### src/rtl/cell_plotter_if.sv
// Request/response and VGA pixel bundle between the snake controller and the cell plotter.
// The controller side uses the master modport and the plotter uses the slave modport.
interface cell_plotter_if;
  logic [7:0] x_in;
  logic [6:0] y_in;
  logic [1:0] status;
  logic       go;
  logic       clear;
  logic       busy;
  logic       done;
  logic [7:0] vga_x;
  logic [6:0] vga_y;
  logic [2:0] vga_colour;
  logic       vga_plot;

  modport master (
    output x_in, y_in, status, go, clear,
    input  busy, done, vga_x, vga_y, vga_colour, vga_plot
  );

  modport slave (
    input  x_in, y_in, status, go, clear,
    output busy, done, vga_x, vga_y, vga_colour, vga_plot
  );
endinterface

### src/rtl/cell_plotter.sv
// Expands a cell draw request into CELL x CELL pixel writes, or raster-clears the screen.
// Every output is a register; a one-cycle tail after the last pixel keeps done aligned with FINISH.
module cell_plotter #(
  parameter int          CELL      = 4,
  parameter int          SCR_W     = 160,
  parameter int          SCR_H     = 120,
  parameter logic [2:0]  COL_BG    = 3'b000,
  parameter logic [2:0]  COL_SNAKE = 3'b010,
  parameter logic [2:0]  COL_FOOD  = 3'b100,
  parameter logic [2:0]  COL_WALL  = 3'b111
) (
  input  logic           clk,
  input  logic           reset,
  cell_plotter_if.slave  bus
);

  typedef enum logic [1:0] {IDLE, BLOCK, CLEAR, FINISH} state_t;

  state_t     r_state, w_state;
  logic [7:0] r_x0, w_x0;
  logic [6:0] r_y0, w_y0;
  logic [2:0] r_col, w_col;
  logic [7:0] r_cx, w_cx;
  logic [6:0] r_cy, w_cy;
  logic       r_end, w_end;
  logic       r_busy, w_busy;
  logic       r_done, w_done;
  logic       r_plot, w_plot;
  logic [7:0] r_vx, w_vx;
  logic [6:0] r_vy, w_vy;

  logic [8:0] w_sx;
  logic [7:0] w_sy;
  logic       w_in;

  function automatic logic [2:0] map_col(input logic [1:0] st);
    case (st)
      2'd0:    map_col = COL_BG;
      2'd1:    map_col = COL_SNAKE;
      2'd2:    map_col = COL_FOOD;
      default: map_col = COL_WALL;
    endcase
  endfunction

  // Wide sums so cells hanging off the right/bottom edge clip instead of wrapping.
  assign w_sx = {1'b0, r_x0} + {1'b0, r_cx};
  assign w_sy = {1'b0, r_y0} + {1'b0, r_cy};
  assign w_in = (w_sx < 9'(SCR_W)) && (w_sy < 8'(SCR_H));

  always_comb begin
    w_state = r_state;
    w_x0    = r_x0;
    w_y0    = r_y0;
    w_col   = r_col;
    w_cx    = r_cx;
    w_cy    = r_cy;
    w_end   = r_end;
    w_busy  = r_busy;
    w_done  = 1'b0;
    w_plot  = 1'b0;
    w_vx    = r_vx;
    w_vy    = r_vy;
    case (r_state)
      IDLE: begin
        if (bus.clear) begin
          w_col   = COL_BG;
          w_cx    = '0;
          w_cy    = '0;
          w_end   = 1'b0;
          w_busy  = 1'b1;
          w_state = CLEAR;
        end else if (bus.go) begin
          w_x0    = bus.x_in;
          w_y0    = bus.y_in;
          w_col   = map_col(bus.status);
          w_cx    = '0;
          w_cy    = '0;
          w_end   = 1'b0;
          w_busy  = 1'b1;
          w_state = BLOCK;
        end
      end
      BLOCK: begin
        if (r_end) begin
          w_done  = 1'b1;
          w_busy  = 1'b0;
          w_state = FINISH;
        end else begin
          w_plot = w_in;
          if (w_in) begin
            w_vx = w_sx[7:0];
            w_vy = w_sy[6:0];
          end
          if (r_cx == 8'(CELL - 1)) begin
            w_cx = '0;
            if (r_cy == 7'(CELL - 1)) w_end = 1'b1;
            else                      w_cy  = r_cy + 7'd1;
          end else begin
            w_cx = r_cx + 8'd1;
          end
        end
      end
      CLEAR: begin
        if (r_end) begin
          w_done  = 1'b1;
          w_busy  = 1'b0;
          w_state = FINISH;
        end else begin
          w_plot = 1'b1;
          w_vx   = r_cx;
          w_vy   = r_cy;
          if (r_cx == 8'(SCR_W - 1)) begin
            w_cx = '0;
            if (r_cy == 7'(SCR_H - 1)) w_end = 1'b1;
            else                       w_cy  = r_cy + 7'd1;
          end else begin
            w_cx = r_cx + 8'd1;
          end
        end
      end
      FINISH: begin
        w_end   = 1'b0;
        w_state = IDLE;
      end
      default: w_state = IDLE;
    endcase
  end

  always_ff @(posedge clk) begin
    if (reset) begin
      r_state <= IDLE;
      r_x0    <= '0;
      r_y0    <= '0;
      r_col   <= '0;
      r_cx    <= '0;
      r_cy    <= '0;
      r_end   <= 1'b0;
      r_busy  <= 1'b0;
      r_done  <= 1'b0;
      r_plot  <= 1'b0;
      r_vx    <= '0;
      r_vy    <= '0;
    end else begin
      r_state <= w_state;
      r_x0    <= w_x0;
      r_y0    <= w_y0;
      r_col   <= w_col;
      r_cx    <= w_cx;
      r_cy    <= w_cy;
      r_end   <= w_end;
      r_busy  <= w_busy;
      r_done  <= w_done;
      r_plot  <= w_plot;
      r_vx    <= w_vx;
      r_vy    <= w_vy;
    end
  end

  assign bus.busy       = r_busy;
  assign bus.done       = r_done;
  assign bus.vga_x      = r_vx;
  assign bus.vga_y      = r_vy;
  assign bus.vga_colour = r_col;
  assign bus.vga_plot   = r_plot;

endmodule

### src/flat_wrapper.sv
// flat-port wrapper written by rule: the top's interface ports become plain ports
module cell_plotter_flat 
#(
  parameter int          CELL      = 4,
  parameter int          SCR_W     = 160,
  parameter int          SCR_H     = 120,
  parameter logic [2:0]  COL_BG    = 3'b000,
  parameter logic [2:0]  COL_SNAKE = 3'b010,
  parameter logic [2:0]  COL_FOOD  = 3'b100,
  parameter logic [2:0]  COL_WALL  = 3'b111
)
  (clk, reset, bus_x_in, bus_y_in, bus_status, bus_go, bus_clear, bus_busy, bus_done, bus_vga_x, bus_vga_y, bus_vga_colour, bus_vga_plot);
  cell_plotter_if bus_i ();
  input  logic clk;
  input  logic reset;
  input wire logic [$bits(bus_i.x_in)-1:0] bus_x_in;
  input wire logic [$bits(bus_i.y_in)-1:0] bus_y_in;
  input wire logic [$bits(bus_i.status)-1:0] bus_status;
  input wire logic [$bits(bus_i.go)-1:0] bus_go;
  input wire logic [$bits(bus_i.clear)-1:0] bus_clear;
  output wire logic [$bits(bus_i.busy)-1:0] bus_busy;
  output wire logic [$bits(bus_i.done)-1:0] bus_done;
  output wire logic [$bits(bus_i.vga_x)-1:0] bus_vga_x;
  output wire logic [$bits(bus_i.vga_y)-1:0] bus_vga_y;
  output wire logic [$bits(bus_i.vga_colour)-1:0] bus_vga_colour;
  output wire logic [$bits(bus_i.vga_plot)-1:0] bus_vga_plot;
  assign bus_i.x_in = bus_x_in;
  assign bus_i.y_in = bus_y_in;
  assign bus_i.status = bus_status;
  assign bus_i.go = bus_go;
  assign bus_i.clear = bus_clear;
  assign bus_busy = bus_i.busy;
  assign bus_done = bus_i.done;
  assign bus_vga_x = bus_i.vga_x;
  assign bus_vga_y = bus_i.vga_y;
  assign bus_vga_colour = bus_i.vga_colour;
  assign bus_vga_plot = bus_i.vga_plot;
  cell_plotter #(.CELL(CELL), .SCR_W(SCR_W), .SCR_H(SCR_H), .COL_BG(COL_BG), .COL_SNAKE(COL_SNAKE), .COL_FOOD(COL_FOOD), .COL_WALL(COL_WALL)) u_core (.clk(clk), .reset(reset), .bus(bus_i));
endmodule
### config.mk
export PLATFORM = sky130hd
export DESIGN_NAME = cell_plotter_flat
export DESIGN_NICKNAME = d
export VERILOG_FILES = /design/src/rtl/cell_plotter_if.sv /design/src/rtl/cell_plotter.sv /design/src/flat_wrapper.sv
export SDC_FILE = /design/constraint.sdc
export NUM_CORES = 1
export LEC_CHECK = 0
export CAP_MARGIN = 20
export CORE_MARGIN = 2
export CORE_UTILIZATION = 50
export CTS_CLUSTER_SIZE = 25
export DETAILED_ROUTE_END_ITERATION = 10
export PLACE_DENSITY_LB_ADDON = 0.08
export SKIP_LAST_GASP = 1
export SLEW_MARGIN = 20
export SYNTH_ARGS = -nofsm -noshare
export SYNTH_HDL_FRONTEND = slang
export SYNTH_SLANG_ARGS = --single-unit
### constraint.sdc
create_clock -name clk -period 2.87 [get_ports clk]
set_input_delay 0.574 -clock clk [delete_from_list [all_inputs] [get_ports clk]]
set_output_delay 0.574 -clock clk [all_outputs]
set_load 0.02 [all_outputs]
==> results by group <==
Place
  • Port Buffers: just over 40
  • Hpwl dp: between 5000 and 6000 um
  • Post-place setup slack: -0.108 ns
  • Placed cell count: 519
  • Placer's final routability congestion estimate: 0.918

Global route
  • First-pass GRT wire length: 13500 um
  • Largest net degree at the start of global routing: 26
  • GRT Residual Overflow: 0
  • Vias in the first global route: a little under 3k
  • Antenna violations before repair: 0
  • GRT Total Usage: 0.235

Layout
  • Multi-input logic area: around 0.0020 mm^2
  • Area delta synth->final: 21.9%
  • Flip-flop and latch area: approximately 0.0011 mm^2
  • Post-route non-filler standard cell count: roughly 530
  • Fillers: ~600
  • Layout Nets: 494
  • Number of diodes: 0
  • Layout cells sized above 1: 0.0933

CTS
  • H-tree Lvls: 2
  • CTS max path bufs: 2
  • Clock Sinks: between 50 and 60
  • Root buffer cell: clkbuf_8
  • CTS tree: built
  • Clock Latency Late Sink: between 0.3 and 0.4 ns
  • CTS clk-pin slew, worst paths: 0.09 ns
  • Total CTS buffers: 5

Worst setup path
  • Critical Path AT: about 3 ns
  • Crit path kind: flop to flop
  • Worst EP required: around 3.1 ns
  • Crit Path Max Fanout: 11
  • Crit. End Element: flop
  • CP Launch Type: flop

Timing
  • Max-slew headroom: 0.591
  • Worst Tran Pin Value: between 0.6 and 0.7 ns
  • Fmax achieved: around 0.36 GHz
  • Final min period: between 2 and 3 ns
  • Final Hold Vio Count: 0
  • PnR worst setup slack: around 0.06 ns
  • Final Slew Violations: 0
  • WHS: 0.462 ns
  • Final setup viols: 0
  • Final clock skew: approximately 0.0037 ns
  • Final period util: 0.979
  • Setup TNS: 0 ns

Yosys
  • Synth top area share: 0.339
  • Register area share after synthesis: 0.339
  • Async set or reset register ratio after synthesis: 0
  • Mapped Area: roughly 0.0032 mm^2
  • Synth warn: 0
  • Synth area leader: dfxtp_1
  • Most instantiated cells after synthesis: nand2_1 (67), dfxtp_1 (54), a21oi_1 (42)
  • Cell variety after synth: 50
  • Mapped Cells: 399
  • Syn_area_per_cell: 7.99 um^2
  • Top_reg_cell synth: dfxtp_1
  • Register bit total from synthesis: between 50 and 60
  • Number of synthesized flops with an enable pin: 0
  • Synth area leaders: dfxtp_1 (34%), ha_1 (8.2%), nand2_1 (7.9%)
  • Synth Net Count: 443
  • Count leader, synth: nand2_1

Route
  • Initial drt markers: about 240
  • Drt total wl: about 8000 um
  • DRT Pass-1 Iters: 4
  • Routed wire per std cell: 15.2 um
  • ANT nets after route: 0
  • Vias per inst: 5.60
  • Via count: 2950
  • # DRC: 0

Hold path
  • Worst min-delay path category: flop to flop

Die
  • # rows: 29
  • Initial Util: 0.511
  • Ports: between 40 and 50
  • Die X-Extent: 83.8 um
  • Die area: 0.00703 mm^2
  • Die H: ~84 um
  • Core area: approximately 0.0062 mm^2

Pwr
  • LEAKAGE: between 1.5 and 2 nW
  • Power per Cell Area: between 600 and 700 mW/mm^2
  • Peak VDD IR: ~0.35 mV

Flow run
  • Max cap viols: 0

Outcome
  • Status: finished clean
[layout by cell type (no fill, tap or decap), types with 8 or more instances in the layout]
cell | synthesis | layout
nor3_1 | 8 | 8
inv_1 | 13 | 13
clkdlybuf4s50_1 | 0 | 40
nand2_1 | 67 | 67
mux2i_1 | 9 | 8
nand3_1 | 14 | 14
nor2_1 | 30 | 30
buf_4 | 1 | 20
o21ai_0 | 18 | 18
a21oi_1 | 42 | 42
dfxtp_1 | 54 | 54
nor2b_1 | 15 | 15
nand2b_1 | 13 | 13
ha_1 | 21 | 20
[report_power, final]
part	leakage, nW	internal (mW)	switching [mW]
Sequential	0.438	0.828	0.0510
Clock	0.0383	0.169	0.238
Combinational	1.06	0.531	0.757
Total	1.53	1.53	1.05
[final cells by class]
class                   instances  share of cell area
clock buffers                   7              0.0197
inverters                      13              0.0126
multi-input cells             314               0.516
flip-flops and latches         54               0.278
well taps                      77              0.0248
repair buffers                 62               0.148
[worst max-delay path, stage by stage (launching register included)]
cell	delay, ns
dfxtp_1	0.32
ha_1	0.22
fa_1	0.41
a21o_1	0.19
a221oi_1	0.35
xor2_1	0.16
o311ai_2	0.46
a21oi_4	0.11
buf_12	0.17
buf_4	0.16
mux2i_2	0.14
[cell families after synthesis]
logic type	after synthesis	synth area share
compound gates	90	0.175
xor+xnor	9	0.0247
fa+ha+maj	23	0.0950
buf+inv	31	0.0404
flops	54	0.339
mux	20	0.0671
simple gates	172	0.259
[final timing paths]
kind,from,endpoint,slack [ns],depth (start not counted)
hold reg to reg,u_core.r_y0[5]$_SDFFE_PP0P_,u_core.r_y0[5]$_SDFFE_PP0P_,0.46,2
setup / recovery,u_core.r_cy[0]$_SDFFE_PP0P_,u_core.bus.vga_y[4]$_SDFFE_PP0P_,0.06,10
hold / removal,u_core.r_y0[5]$_SDFFE_PP0P_,u_core.r_y0[5]$_SDFFE_PP0P_,0.46,2
setup reg to reg,u_core.r_cy[0]$_SDFFE_PP0P_,u_core.bus.vga_y[4]$_SDFFE_PP0P_,0.06,10
[timing repair]
item,CTS,global route
resized for setup,0,6
cloned,0,0
buffers inserted,1,0
pin swaps,1,2
hold buffers,0,0
endpoints found under the setup margin,15,15
hold endpoints to repair,0,0
[flip-flops by register name, indices dropped and copies added (netlist names)]
| name | flops |
|---|---|
| u_core.bus.vga_x | 8 |
| u_core.r_cx | 8 |
| u_core.r_x0 | 8 |
| u_core.bus.vga_y | 7 |
| u_core.r_cy | 7 |
| u_core.r_y0 | 7 |
| u_core.bus.vga_colour | 3 |
| u_core.r_state | 2 |
| u_core.bus.busy | 1 |
| u_core.bus.done | 1 |
| u_core.bus.vga_plot | 1 |
| u_core.r_end | 1 |
[stage by stage]
step	total power [mW]	cell area, um^2	utilization
after floorplan	1.75	3190	-
after global placement	2.08	3760	0.602
after detailed placement	2.10	3760	0.602
after CTS	2.57	3850	0.618
after global routing	2.75	3880	0.622
final	2.57	3880	0.622
[routing by layer]
layer	track usage	vias to the layer above	wire [um]
met5	0	-	0
met4	0.0880	0	200
met3	0.0297	15	281
met2	0.420	67	4090
met1	0.286	1375	3460
li1	-	1493	-
(Power assumes the default switching activity.)
